`src/rtl/chase_tp_scheduler.sv`:
```
// Chase test-pattern pass sequencer: steps the syndrome switch, tracks the minimum decoder metric.
// o_next_tp / o_done rise two cycles after i_dec_done; no backpressure, events outside their wait state are dropped.
module chase_tp_scheduler #(
   parameter int METRIC_W    = 12,
   parameter int TIMEOUT_CYC = 1023
) (
   input  logic                i_clk,
   input  logic                i_rst_n,
   input  logic                i_start,
   input  logic                i_mode,
   input  logic [1:0]          i_code,
   input  logic                i_syn_valid,
   input  logic                i_dec_done,
   input  logic [METRIC_W-1:0] i_dec_metric_lo,
   input  logic [METRIC_W-1:0] i_dec_metric_hi,
   output logic                o_next_tp,
   output logic [1:0]          o_pass_idx,
   output logic                o_busy,
   output logic                o_done,
   output logic                o_err,
   output logic [1:0]          o_best_idx,
   output logic [METRIC_W-1:0] o_best_metric
);

   localparam int TMR_W = $clog2(TIMEOUT_CYC + 1);
   localparam logic [TMR_W-1:0] TMR_MAX = TMR_W'(TIMEOUT_CYC);

   localparam logic [2:0] S_IDLE     = 3'd0;
   localparam logic [2:0] S_WAIT_SYN = 3'd1;
   localparam logic [2:0] S_WAIT_DEC = 3'd2;
   localparam logic [2:0] S_ISSUE    = 3'd3;
   localparam logic [2:0] S_DONE     = 3'd4;

   logic [2:0]          state_q, state_d;
   logic [1:0]          pass_idx_q, pass_idx_d;
   logic [1:0]          last_idx_q, last_idx_d;
   logic                paired_q, paired_d;
   logic [TMR_W-1:0]    timer_q, timer_d;
   logic                next_tp_q, next_tp_d;
   logic                busy_q, busy_d;
   logic                done_q, done_d;
   logic                err_q, err_d;
   logic [1:0]          best_idx_q, best_idx_d;
   logic [METRIC_W-1:0] best_metric_q, best_metric_d;

   logic [1:0]          lo_idx, hi_idx, cand_idx1, cand_idx2;
   logic [METRIC_W-1:0] cand_m1, cand_m2;

   // lo is folded in before hi so equal metrics keep the lower TP index.
   always_comb begin
      lo_idx    = paired_q ? {pass_idx_q[0], 1'b0} : pass_idx_q;
      hi_idx    = {pass_idx_q[0], 1'b1};
      cand_m1   = best_metric_q;
      cand_idx1 = best_idx_q;
      if (i_dec_metric_lo < best_metric_q) begin
         cand_m1   = i_dec_metric_lo;
         cand_idx1 = lo_idx;
      end
      cand_m2   = cand_m1;
      cand_idx2 = cand_idx1;
      if (paired_q && (i_dec_metric_hi < cand_m1)) begin
         cand_m2   = i_dec_metric_hi;
         cand_idx2 = hi_idx;
      end
   end

   always_comb begin
      state_d       = state_q;
      pass_idx_d    = pass_idx_q;
      last_idx_d    = last_idx_q;
      paired_d      = paired_q;
      timer_d       = timer_q;
      next_tp_d     = 1'b0;
      busy_d        = busy_q;
      done_d        = 1'b0;
      err_d         = err_q;
      best_idx_d    = best_idx_q;
      best_metric_d = best_metric_q;

      case (state_q)
         S_IDLE: begin
            if (i_start) begin
               state_d       = S_WAIT_SYN;
               pass_idx_d    = 2'd0;
               timer_d       = '0;
               err_d         = 1'b0;
               busy_d        = 1'b1;
               best_idx_d    = 2'd0;
               best_metric_d = '1;
               paired_d      = i_mode && (i_code != 2'b10);
               if (!i_mode)               last_idx_d = 2'd0;
               else if (i_code == 2'b10)  last_idx_d = 2'd3;
               else                       last_idx_d = 2'd1;
            end
         end
         S_WAIT_SYN: begin
            if (i_syn_valid) begin
               state_d = S_WAIT_DEC;
               timer_d = '0;
            end else if (timer_q == TMR_MAX) begin
               state_d = S_DONE;
               err_d   = 1'b1;
            end else begin
               timer_d = timer_q + 1'b1;
            end
         end
         S_WAIT_DEC: begin
            if (i_dec_done) begin
               best_metric_d = cand_m2;
               best_idx_d    = cand_idx2;
               timer_d       = '0;
               state_d       = (pass_idx_q == last_idx_q) ? S_DONE : S_ISSUE;
            end else if (timer_q == TMR_MAX) begin
               state_d = S_DONE;
               err_d   = 1'b1;
            end else begin
               timer_d = timer_q + 1'b1;
            end
         end
         S_ISSUE: begin
            next_tp_d  = 1'b1;
            pass_idx_d = pass_idx_q + 2'd1;
            timer_d    = '0;
            state_d    = S_WAIT_SYN;
         end
         S_DONE: begin
            done_d  = 1'b1;
            busy_d  = 1'b0;
            state_d = S_IDLE;
         end
         default: state_d = S_IDLE;
      endcase
   end

   always_ff @(posedge i_clk or negedge i_rst_n) begin
      if (!i_rst_n) begin
         state_q       <= S_IDLE;
         pass_idx_q    <= 2'd0;
         last_idx_q    <= 2'd0;
         paired_q      <= 1'b0;
         timer_q       <= '0;
         next_tp_q     <= 1'b0;
         busy_q        <= 1'b0;
         done_q        <= 1'b0;
         err_q         <= 1'b0;
         best_idx_q    <= 2'd0;
         best_metric_q <= '0;
      end else begin
         state_q       <= state_d;
         pass_idx_q    <= pass_idx_d;
         last_idx_q    <= last_idx_d;
         paired_q      <= paired_d;
         timer_q       <= timer_d;
         next_tp_q     <= next_tp_d;
         busy_q        <= busy_d;
         done_q        <= done_d;
         err_q         <= err_d;
         best_idx_q    <= best_idx_d;
         best_metric_q <= best_metric_d;
      end
   end

   assign o_next_tp     = next_tp_q;
   assign o_pass_idx    = pass_idx_q;
   assign o_busy        = busy_q;
   assign o_done        = done_q;
   assign o_err         = err_q;
   assign o_best_idx    = best_idx_q;
   assign o_best_metric = best_metric_q;

endmodule

```
`config.mk`:
```
export PLATFORM = sky130hd
export DESIGN_NAME = chase_tp_scheduler
export DESIGN_NICKNAME = d
export VERILOG_FILES = /design/src/rtl/chase_tp_scheduler.sv
export SDC_FILE = /design/constraint.sdc
export NUM_CORES = 1
export LEC_CHECK = 0
export CAP_MARGIN = 20
export CORE_ASPECT_RATIO = 2
export CORE_MARGIN = 2
export CORE_UTILIZATION = 45
export DETAILED_ROUTE_END_ITERATION = 7
export PLACE_DENSITY = 0.73
export SLEW_MARGIN = 20
export SYNTH_ARGS = -nofsm -noshare
export SYNTH_HDL_FRONTEND = slang
export SYNTH_SLANG_ARGS = --single-unit
```
`constraint.sdc`:
```
create_clock -name i_clk -period 3.65 [get_ports i_clk]
set_clock_uncertainty 0.1 [all_clocks]
set_input_delay 0.365 -clock i_clk [delete_from_list [all_inputs] [get_ports i_clk]]
set_output_delay 0.365 -clock i_clk [all_outputs]
set_load 0.05 [all_outputs]
```
; ---- After elaboration in Yosys (flattened, before gate mapping)
; Cells that the tools add are included.
[word_totals]
output_inout_bits = 20
word_cells = 77
regBits = 36
inputBits = 32
[op_classes]
mux = 34
add_sub_neg = 2
eq_ne = 13
order_cmp = 2
n_reduce_logical = 15
[ops]
columns = operator, n
row1 = $mux W12, 4
row2 = $mux W10, 4
row3 = $pmux W10 S4, 1
row4 = $lt A12 B12 Y1, 2
row5 = $pmux W12 S2, 1
row6 = $mux W3, 5
row7 = $mux W2, 7
row8 = $pmux W3 S4, 1
row9 = $add A10 B1 Y10 const B, 1
row10 = $eq A10 B10 Y1 const B, 1
row11 = $ne A2 B2 Y1 const B, 5
row12 = $pmux W2 S2, 2
row13 = $reduce_and A2 Y1, 4
row14 = $reduce_and A4 Y1, 2
row15 = $mux W1, 7
row16 = $eq A3 B2 Y1 const B, 2
row17 = $reduce_bool A2 Y1, 3
row18 = $reduce_bool A4 Y1, 1
row19 = $eq A3 B1 Y1 const B, 1
row20 = $eq A3 B3 Y1 const B, 1
row21 = $logic_not A3 Y1, 1
row22 = $ne A3 B3 Y1 const B, 1
row23 = $pmux W1 S3, 1
row24 = $reduce_and A3 Y1, 1
row25 = 6 further kinds, 7

; ---- Logic depth before layout (Yosys ltp)
; Gate-level depths: netlist (run 1).
[depth]
word_depth = 7
ltp_mapped = 17
mapped_depth_nobuf = 15

; ---- Worst setup path after synthesis (run 1)
; Ideal clock, no wire load.
[synth_timing]
kind = reg-to-reg
from = register best_metric_q[10], in the netlist o_best_metric[10]
to = register best_metric_q[10], in the netlist o_best_metric[10]
period_less_slack_ns = 4.147
path_stages_with_launch = 18
t_arrival_ns = 3.924
setup_ns = 0.123
path_slack_ns = -0.497
path_cell_list = dfrtp_1 > inv_1 > ha_1 > nand4_1 > nor2_1 > o21ai_1 > o21ai_2 > buf_2 > mux2i_1 > ha_1 > a21oi_1 > o21ai_1 > a21o_1 > a211oi_1 > o221ai_1 > clkbuf_1 > or4_1 > o221a_2
[synth_via]
elab_chain_cells = 7
[synth_lines]
columns = item, line_no
row1 = "start, declared", 44  ; logic [METRIC_W-1:0] best_metric_q, best_metric_d;
row2 = "start signal, assigned", 159  ; best_metric_q <= best_metric_d;
row3 = $lt A12 B12 Y1, 55  ; if (i_dec_metric_lo < best_metric_q) begin
row4 = $mux W12 *, 55
row5 = $lt A12 B12 Y1, 61  ; if (paired_q && (i_dec_metric_hi < cand_m1)) begin
row6 = $logic_and A1 B1 Y1, 61
row7 = $mux W12 *, 61
row8 = $mux W12 *, 108  ; if (i_dec_done) begin
row9 = $pmux W12 S2 *, 80  ; case (state_q)
; Every way passes the cells marked *; elsewhere a longest branch is shown, timed or not. The select of a mux whose other input is x is not followed.
; A chain may end at the register's enable or synchronous reset.

; ---- Worst setup path after layout (run 1)
[layout_timing]
from = register best_metric_q[11], in the netlist o_best_metric[11]
to = register best_metric_q[8], in the netlist o_best_metric[8]
; Same word-level chain as after synthesis.

==> results of run 1 <==
## through the flow
stage / setup slack [ns] / setup TNS (ns) / hold slack [ns] / total power [mW] / instances
2_1_floorplan: -0.0406 / -0.364 / -0.0306 / 1.30 / 281
3_3_place_gp: -0.655 / -8.67 / 0.382 / 1.65 / 421
3_5_place_dp: -0.708 / -9.37 / 0.386 / 1.68 / 421
4_1_cts: -0.152 / -1.24 / 0.404 / 2.08 / 436
5_1_grt: -0.407 / -4.51 / 0.00282 / 2.25 / 439
6_report: -0.193 / -1.82 / -0.0442 / 2.13 / 439
## logic make-up (layout without fill, tap and decap cells)
kind of cell / after synthesis / in the layout / share of synthesized area, %
AND/OR/NAND/NOR: 104 / 104 / 20.1
AO/OA/AOI/OAI: 65 / 66 / 19.5
flip-flops: 36 / 36 / 35.7
buffers and inverters: 32 / 129 / 5.26
adder cells (fa/ha/maj): 23 / 23 / 11.4
multiplexers: 13 / 13 / 5.16
XOR/XNOR: 8 / 8 / 2.78
## state kept, by name, indices dropped and copies added, names as in the netlist
signal	cells
paired_q	1
timer_q	10
o_err	1
o_pass_idx	2
last_idx_q	2
o_best_metric	12
state_q	3
o_done	1
o_next_tp	1
o_best_idx	2
o_busy	1
## cell type report
cell class              instances  area, µm²  share of cell area [%]
multi-input cells             214       1720                    45.7
flip-flops and latches         36        913                    24.3
repair buffers                100        875                    23.3
clock buffers                   7       96.3                    2.56
inverters                      22       82.6                    2.20
well taps                      60       75.1                    2.00
## path summary, 6_finish.rpt
check,startpoint,endpoint,slack [ns],cells after the start
hold reg to reg,last_idx_q[0]$_DFFE_PN0P_,last_idx_q[0]$_DFFE_PN0P_,0.40,2
setup / recovery,o_best_metric[11]$_DFFE_PN0P_,o_best_metric[8]$_DFFE_PN0P_,-0.19,16
max in group asynchronous,i_rst_n,o_pass_idx[0]$_DFFE_PN0P_,2.90,2
hold / removal,i_rst_n,o_pass_idx[1]$_DFFE_PN0P_,-0.04,1
setup reg to reg,o_best_metric[11]$_DFFE_PN0P_,o_best_metric[8]$_DFFE_PN0P_,-0.19,16
min in group i_clk,last_idx_q[0]$_DFFE_PN0P_,last_idx_q[0]$_DFFE_PN0P_,0.40,2
## Yosys cell counts (3+ instances only)
cell,instances
nand3b_1,3
a21o_1,3
nor2_1,27
or4_1,12
o31ai_1,4
o211ai_1,3
buf_2,4
xor2_1,5
dfrtp_1,36
a21oi_1,12
nor3_1,5
mux2i_1,13
ha_1,23
clkbuf_1,5
o221a_2,12
o21ai_0,9
nand4_1,5
nand3_1,7
inv_1,22
xnor2_1,3
nand2_1,33
## power groups by stage
stage          clock network [mW]  logic [mW]  registers, mW
5_1_grt                     0.326        1.32          0.611
3_5_place_dp                    0        1.08          0.600
2_1_floorplan                   0       0.529          0.768
6_report                    0.310        1.22          0.599
3_3_place_gp                    0        1.06          0.595
4_1_cts                     0.315        1.17          0.593
## layer usage
layer / global-route usage, % / wire length, µm / vias up
met5: 0 / 0 / -
li1: - / - / 1227
met3: 2.59 / 236 / 22
met1: 24.9 / 2660 / 1235
met2: 44.7 / 4000 / 76
met4: 13.3 / 273 / 0
## critical path: stages (launching register included)
cell	delay [ns]
dfrtp_2	0.37
inv_2	0.04
ha_4	0.26
nand4_1	0.16
nor2_4	0.17
o21ai_4	0.09
o21ai_4	0.27
mux2i_2	0.28
ha_1	0.30
a21oi_2	0.20
o21ai_1	0.09
a21o_1	0.18
a211oi_4	0.27
buf_4	0.17
o221ai_4	0.15
or4_1	0.49
o221a_2	0.13
## what timing repair did
| action | 4_1_cts | 5_1_grt |
|---|---|---|
| gates cloned | 1 | 0 |
| resized for setup | 22 | 14 |
| setup buffers | 8 | 3 |
| pin swaps | 20 | 12 |
| endpoints found under the hold margin | 0 | 0 |
| setup endpoints to repair | 14 | 14 |
==> out/summary.txt, run 1 <==
Status = complete, but fails checks
Failing checks = negative hold slack, negative setup slack
Period utilization = 105%
Hold WC Path Type = input pin to asynchronous set/reset pin
MaxCap Viol Count = 0
Initial DRC count = 87
Fillers = 428
DIE HEIGHT = 110 µm
Clk buf depth = 2
Largest cells by area after synthesis = dfrtp_1, ha_1, o221a_2, mux2i_1, nand2_1
Core area = 5420 µm²
First-pass GRT wire length = 11700 µm
Layout cells sized above 1 = 29.8%
HPWL Detailed = 5180 µm
Hold slack = -0.0442 ns
Register bit count reported by yosys = 36
RSZ-0062 raised after global routing = yes
Antenna diodes = 0
CTS root buf = clkbuf_8
Chip Width = 56.9 µm
CTS sink cnt = 36
Initial antenna violation count = 0
Tot GR Track Use = 23.8%
Psw = 942 µW
Worst IR Drop VDD = 432 µV
Synth cell types = 45
Cell Area, Synth = 2520 µm²
Final setup fails = 13
CTS buffer count = 5
Leakage = 1.64 nW
CTS tree = yes
Max-slew headroom = 51.9%
Drt pass-1 iters = 4
DRT Wirelength = 7170 µm
Commonest non-fill, non-tap cell in the layout = buf_4
Crit start category = flop
Syn Nets = 336
Hold Vio Cnt, Final = 23
Sequential share of power = 28.1%
Pint = 1.19 mW
Req. time, crit path = 3.73 ns
CTS Hold Bufs = 0
Largest net degree at the start of global routing = 25
ANT nets after route = 0
CP endpoint kind = flop
Placer Congestion = 0.897
Skew-Pair Late Insertion Delay = 0.29 ns
Switching Fraction = 44.2%
Syn Area/Cell = 8.98 µm²
Clock Power Share = 14.6%
Layout Nets = 434
Cell row count = 38
Vias in the first global route = 2616
Post-synth EDFFs = 0
WL/cell = 16.3 µm
Leading area contributor after synthesis = dfrtp_1
# port buffers = 51
Fmax = 260 MHz
Worst Path Arrival = 3.92 ns
Max Fanout on Critical Path = 6
Top cell type's share of synthesized area = 35.7%
Clock transition at the registers of the reported paths = 0.07 ns
Worst Path Class, Setup = flop to flop
Combinational power share = 57.3%
Die Area = 6260 µm²
Most frequent cells in the layout = buf_4, clkdlybuf4s50_1, nand2_1, dfrtp_1, nor2_1
Slew at the pin closest to its max-slew limit = 0.717 ns
Max-slew violations = 0
Post-route worst setup slack = -0.193 ns
Final core utilization = 69.3%
Final instance area = 3760 µm²
Crit path time final = 3.84 ns
DRC = 0
Synth async-reset ratio = 100%
H-tree depth = 2
Warnings from Yosys = 0
Vias = 2560
GR Overflow Total = 0
Top FF cell, synth = dfrtp_1
Post-synthesis sequential area ratio = 35.7%
Initial Util = 46.5%
Area after DPL = 3420 µm²
I/O Pins = 52
PwrDens = 566 nW/µm²
Synth Instances = 281
Area Overhead vs Synth = 49.0%
Via density = 5.83
Note: power is estimated with default switching activity, not from simulation.
==> run 2: changes to the inputs <==
Settings changed: HOLD_SLACK_MARGIN from default to 0.15.
==> out/summary.txt, run 2 (same netlist as run 1, synthesis figures left out) <==
Status = complete, but fails checks
Failing checks = negative setup slack
Worst Path Arrival = 3.91 ns (about the same)
Initial DRC count = 89 (+2.3%)
CTS root buf = clkbuf_8
Initial Util = 46.5% (unchanged)
Max-slew headroom = 51.9% (about the same)
ANT nets after route = 0 (unchanged)
Worst IR Drop VDD = 430 µV (-0.42%)
Leakage = 1.64 nW (+0.25%)
Drt pass-1 iters = 4 (unchanged)
RSZ-0062 raised after global routing = yes
Clk buf depth = 2 (unchanged)
Slew at the pin closest to its max-slew limit = 0.716 ns (-0.000166 ns)
Via density = 5.83 (about the same)
Layout cells sized above 1 = 29.7% (-0.078 points)
# port buffers = 51 (unchanged)
Most frequent cells in the layout = buf_4, clkdlybuf4s50_1, nand2_1, dfrtp_1, nor2_1
First-pass GRT wire length = 11700 µm (unchanged)
Hold Vio Cnt, Final = 0 (-100%)
I/O Pins = 52 (unchanged)
PwrDens = 564 nW/µm² (-0.38%)
Placer Congestion = 0.897 (unchanged)
Worst Path Class, Setup = input pin to flop
Crit path time final = 3.83 ns (-0.0125 ns)
H-tree depth = 2 (unchanged)
Total power = 2.13 mW (-0.12%)
Final core utilization = 69.5% (+0.18 points)
Cell Count, Final, Fillers Out = 440 (+0.23%)
Clock transition at the registers of the reported paths = 0.07 ns (about the same)
CTS tree = yes
Tot GR Track Use = 23.8% (unchanged)
Commonest non-fill, non-tap cell in the layout = buf_4
Die Area = 6260 µm² (unchanged)
Final setup fails = 13 (unchanged)
Chip Width = 56.9 µm (unchanged)
Core area = 5420 µm² (unchanged)
Vias in the first global route = 2616 (unchanged)
Cell row count = 38 (unchanged)
WL/cell = 16.2 µm (-0.58%)
Max Fanout on Critical Path = 8 (+2)
Crit start category = input pin
Req. time, crit path = 3.73 ns (about the same)
Period utilization = 105% (-0.34 points)
Dpl cells = 421 (unchanged)
Area Overhead vs Synth = 49.4%
Max reg flops = 12 (unchanged)
Skew-Pair Late Insertion Delay = 0.29 ns (about the same)
Hold WC Path Type = flop to flop
Max-slew violations = 0 (unchanged)
Largest net degree at the start of global routing = 25 (unchanged)
DRC = 0 (unchanged)
Layout Nets = 435 (+0.23%)
HPWL Detailed = 5180 µm (unchanged)
MaxCap Viol Count = 0 (unchanged)
DIE HEIGHT = 110 µm (unchanged)
CTS buffer count = 5 (unchanged)
GR Overflow Total = 0 (unchanged)
Vias = 2564 (+0.16%)
Fillers = 427 (-0.23%)
Initial antenna violation count = 0 (unchanged)
DRT Wirelength = 7150 µm (-0.35%)
Fmax = 261 MHz (+0.33%)
Post-route worst setup slack = -0.180 ns (+0.0125 ns)
CTS sink cnt = 36 (unchanged)
Antenna diodes = 0 (unchanged)
CP endpoint kind = flop
==> run 2: cell types whose count changed in the layout (fill, tap and decap cells not counted), sizes merged <==
| cell | before | now |
|---|---|---|
| dlygate4sd3 | 0 | 1 |
==> run 2: report_power, final <==
group | internal, mW | total [mW] | switching [mW] | leakage, nW
sequential | 0.494 | 0.599 | 0.105 | 0.428
combinational | 0.526 | 1.22 | 0.694 | 1.17
clock | 0.168 | 0.308 | 0.140 | 0.0503
total | 1.19 | 2.13 | 0.938 | 1.64
==> run 2: what timing repair did <==
action / 4_1_cts / 5_1_grt
endpoints found under the setup margin: 14 / 14
pin swaps: 20 / 12
hold endpoints to repair: 0 / 23
setup buffers: 8 / 3
hold buffers: 0 / 1
cloned: 1 / 0
gates resized for setup: 22 / 14
==> run 2: stage by stage <==
stage               hold slack [ns]  setup TNS [ns]  instance area [µm²]  setup WS (ns)
CTS                           0.404           -1.24                 3650         -0.152
finish                        0.404           -1.60                 3770         -0.180
floorplan                   -0.0306          -0.364                 2590        -0.0406
global placement              0.382           -8.67                 3420         -0.655
detailed placement            0.386           -9.37                 3420         -0.708
global route                  0.425           -4.51                 3770         -0.407
==> run 2: layer usage <==
| layer | up-vias | share of wire, % | GRT usage [%] |
|---|---|---|---|
| met1 | 1234 | 36 | 24.9 |
| li1 | 1229 | - | - |
| met4 | 0 | 3.8 | 13.3 |
| met2 | 79 | 56 | 44.7 |
| met5 | - | 0 | 0 |
| met3 | 22 | 3.6 | 2.59 |
==> run 2: worst paths after layout <==
| path | from | end | slack, ns | depth (start not counted) |
|---|---|---|---|---|
| worst max-delay path | i_dec_metric_lo[5] | o_best_metric[8]$_DFFE_PN0P_ | -0.18 | 17 |
| worst min-delay path | last_idx_q[0]$_DFFE_PN0P_ | last_idx_q[0]$_DFFE_PN0P_ | 0.40 | 2 |
| worst max register to register | o_best_metric[11]$_DFFE_PN0P_ | o_best_metric[8]$_DFFE_PN0P_ | -0.18 | 16 |
| worst min register to register | last_idx_q[0]$_DFFE_PN0P_ | last_idx_q[0]$_DFFE_PN0P_ | 0.40 | 2 |
| max in group asynchronous | i_rst_n | o_pass_idx[0]$_DFFE_PN0P_ | 2.35 | 3 |
| min in group asynchronous | i_rst_n | o_pass_idx[1]$_DFFE_PN0P_ | 0.51 | 2 |
==> run 2: cell type report <==
type                       instances  area (µm²)  share of cell area (%)
clock buffer                       7        96.3                    2.56
inverter                          22        82.6                    2.19
multi-input combinational        214        1720                    45.6
sequential                        36         913                    24.2
tap                               60        75.1                    1.99
timing repair buffer             101         885                    23.5
==> run 2: critical path, cell delays in order <==
cell             delay, ns
clkdlybuf4s50_1       0.48
ha_1                  0.24
a211o_1               0.29
a21oi_4               0.17
o21ai_4               0.11
buf_4                 0.16
buf_6                 0.14
mux2i_4               0.19
ha_2                  0.18
a21oi_1               0.12
o21ai_1               0.07
a21o_1                0.18
a211oi_4              0.26
buf_4                 0.17
o221ai_4              0.15
or4_1                 0.49
o221a_2               0.13
==> run 3: changes to the inputs <==
==> constraint.sdc (replaced) <==
create_clock -name i_clk -period 3.65 [get_ports i_clk]
set_clock_uncertainty 0.1 [all_clocks]
set_input_delay 0.73 -clock i_clk [delete_from_list [all_inputs] [get_ports i_clk]]
set_output_delay 0.73 -clock i_clk [all_outputs]
set_load 0.05 [all_outputs]
==> out/summary.txt, run 3 (same netlist as run 1, synthesis figures left out) <==
Skew-Pair Late Insertion Delay = 0.29 ns (about the same)
R2r worst-path depth = 16 (unchanged)
Max reg flops = 12 (unchanged)
PwrDens = 564 nW/µm² (about the same)
Via density = 5.73 (-1.7%)
Crit path time final = 3.80 ns (-0.0260 ns)
Clock Power Share = 14.8% (+0.3 points)
Req. time, crit path = 3.72 ns (about the same)
CTS root buf = clkbuf_8
Clock transition at the registers of the reported paths = 0.07 ns (about the same)
Largest net degree at the start of global routing = 37 (+48%)
Max-slew headroom = 43.4% (-8.5 points)
Hold Crit Start = o_err$_DFFE_PN0P_
Hold WC Path Type = flop to flop
Tot GR Track Use = 23.1% (-0.66 points)
Worst Path Arrival = 3.88 ns (-0.03 ns)
R2R setup slack = -0.04 ns (+0.14 ns)
Antenna diodes = 0 (unchanged)
Clk buf depth = 2 (unchanged)
HPWL Detailed = 5350 µm (+3.2%)
Die Area = 6260 µm² (unchanged)
Max Fanout on Critical Path = 6 (-2)
Hold EP = o_err$_DFFE_PN0P_
Area Overhead vs Synth = 48.8%
Commonest non-fill, non-tap cell in the layout = buf_4
Slew at the pin closest to its max-slew limit = 0.843 ns (+0.127 ns)
Placer Congestion = 0.904 (+0.83%)
H-tree depth = 2 (unchanged)
Initial DRC count = 78 (-12%)
DRT Wirelength = 6930 µm (-3.0%)
MaxCap Viol Count = 0 (unchanged)
Cell row count = 38 (unchanged)
Total power = 2.12 mW (-0.45%)
Dpl cells = 421 (unchanged)
I/O Pins = 52 (unchanged)
Multi-input gate area = 1730 µm² (+0.80%)
Failing checks = negative setup slack
DIE HEIGHT = 110 µm (unchanged)
Final setup fails = 13 (unchanged)
ANT nets after route = 0 (unchanged)
Period utilization = 104% (-0.71 points)
Sequential share of power = 27.8% (-0.3 points)
Switching Fraction = 43.6% (-0.53 points)
Combinational power share = 57.4% (about the same)
Leakage = 1.62 nW (-1.2%)
Pint = 1.19 mW (+0.49%)
Crit Reg-Reg Endpoint = o_best_metric[3]$_DFFE_PN0P_
Vias = 2491 (-2.8%)
GR Overflow Total = 0 (unchanged)
Final core utilization = 69.3% (-0.28 points)
Initial antenna violation count = 0 (unchanged)
Sequential cell area = 907 µm² (-0.68%)
Worst Path Class, Setup = input pin to flop
Post-route worst setup slack = -0.154 ns (+0.0260 ns)
CTS sink cnt = 36 (unchanged)
Most frequent cells in the layout = buf_4, clkdlybuf4s50_1, nand2_1, dfrtp_1, nor2_1
Fmax = 263 MHz (+0.68%)
# port buffers = 51 (unchanged)
Drt pass-1 iters = 4 (unchanged)
Initial Util = 46.5% (unchanged)
Min-Delay Path Depth = 2 (unchanged)
CP endpoint kind = flop
RSZ-0062 raised after global routing = yes
Post-placement setup slack = -0.834 ns (-0.126 ns)
Chip Width = 56.9 µm (unchanged)
Crit start category = input pin
Status = complete, but fails checks
Vias in the first global route = 2520 (-3.7%)
Layout cells sized above 1 = 29.6% (-0.14 points)
Core area = 5420 µm² (unchanged)
First-pass GRT wire length = 11400 µm (-2.5%)
Max-slew violations = 0 (unchanged)
Worst reg2reg path startpoint = o_best_metric[11]$_DFFE_PN0P_
CTS buffer count = 5 (unchanged)
Hold Vio Cnt, Final = 0 (unchanged)
Psw = 923 µW (-1.6%)
WL/cell = 15.9 µm (-1.9%)
Fillers = 416 (-2.6%)
Layout Nets = 429 (-1.4%)
Worst IR Drop VDD = 499 µV (+16%)
Cell Count, Final, Fillers Out = 435 (-1.1%)
DRC = 0 (unchanged)
CTS tree = yes
==> run 3: cell count changes in the layout (fill, tap and decap cells not counted), moves of 2 or more <==
cell,delta
buf_4,-4
dlygate4sd2_1,-6
dfrtp_2,-5
inv_2,-4
buf_6,+6
clkdlybuf4s50_1,-3
ha_4,+5
inv_1,+4
mux2i_2,-2
mux2i_1,+3
dfrtp_1,+5
ha_1,-6
==> run 3: timing repair <==
action	in CTS	in global routing
endpoints found under the setup margin	14	14
hold buffers	0	0
pin swaps	30	12
resized for setup	65	13
buffers inserted	5	1
==> run 3: worst max path at each step <==
| stage | from | end | slack, ns | depth (start not counted) |
|---|---|---|---|---|
| 2_1_floorplan | i_dec_metric_lo[10] | o_best_metric[10]$_DFFE_PN0P_ | -0.16 | 16 |
| 3_5_place_dp | i_dec_metric_lo[10] | o_best_metric[11]$_DFFE_PN0P_ | -0.83 | 17 |
| 4_1_cts | i_dec_metric_lo[11] | o_best_metric[11]$_DFFE_PN0P_ | -0.15 | 16 |
| 3_3_place_gp | i_dec_metric_lo[5] | o_best_metric[9]$_DFFE_PN0P_ | -0.79 | 16 |
| 6_report | i_dec_metric_lo[11] | o_best_metric[3]$_DFFE_PN0P_ | -0.15 | 16 |
| 5_1_grt | i_dec_metric_lo[11] | o_best_metric[3]$_DFFE_PN0P_ | -0.30 | 16 |
==> run 3: power groups by stage <==
stage / Sequential, mW / Combinational [mW] / Clock (mW)
finish: 0.589 / 1.21 / 0.314
global route: 0.605 / 1.31 / 0.338
CTS: 0.586 / 1.18 / 0.322
detailed placement: 0.594 / 1.12 / 0
global placement: 0.591 / 1.10 / 0
floorplan: 0.764 / 0.536 / 0
==> run 3: final cells by class <==
type,instances,share of cell area (%)
Multi-Input combinational cell,213,46.1
Sequential cell,36,24.2
Timing Repair Buffer,96,22.9
Clock buffer,8,2.67
Inverter,22,2.20
Tap cell,60,2.00
==> run 3: per-stage QoR <==
| step | hold slack [ns] | instance area, µm² | setup TNS [ns] |
|---|---|---|---|
| after global routing | 0.443 | 3750 | -3.73 |
| after global placement | 0.383 | 3450 | -10.55 |
| after detailed placement | 0.387 | 3450 | -11.12 |
| final | 0.411 | 3750 | -1.46 |
| after CTS | 0.418 | 3680 | -0.702 |
| after floorplan | 0.334 | 2630 | -1.54 |
==> run 3: worst max-delay path: stages <==
cell and delay [ns]:
buf_8 0.10, ha_4 0.26, nand4_1 0.13, nor2_1 0.15
o21ai_2 0.10, o21ai_4 0.27, mux2i_2 0.28, ha_1 0.27
a21oi_1 0.15, o21ai_1 0.10, a21o_1 0.19, a211oi_4 0.27
o221ai_4 0.17, buf_6 0.17, or4_1 0.41, o221a_2 0.14
==> run 3: per-layer routing <==
| metal | global-route usage, % | part of all wire [%] | wire, µm | vias to the layer above |
|---|---|---|---|---|
| li1 | - | - | - | 1215 |
| met1 | 24.6 | 38 | 2600 | 1188 |
| met2 | 44.6 | 56 | 3910 | 72 |
| met3 | 2.71 | 3.3 | 232 | 16 |
| met4 | 9.63 | 2.7 | 186 | 0 |
| met5 | 0 | 0 | 0 | - |
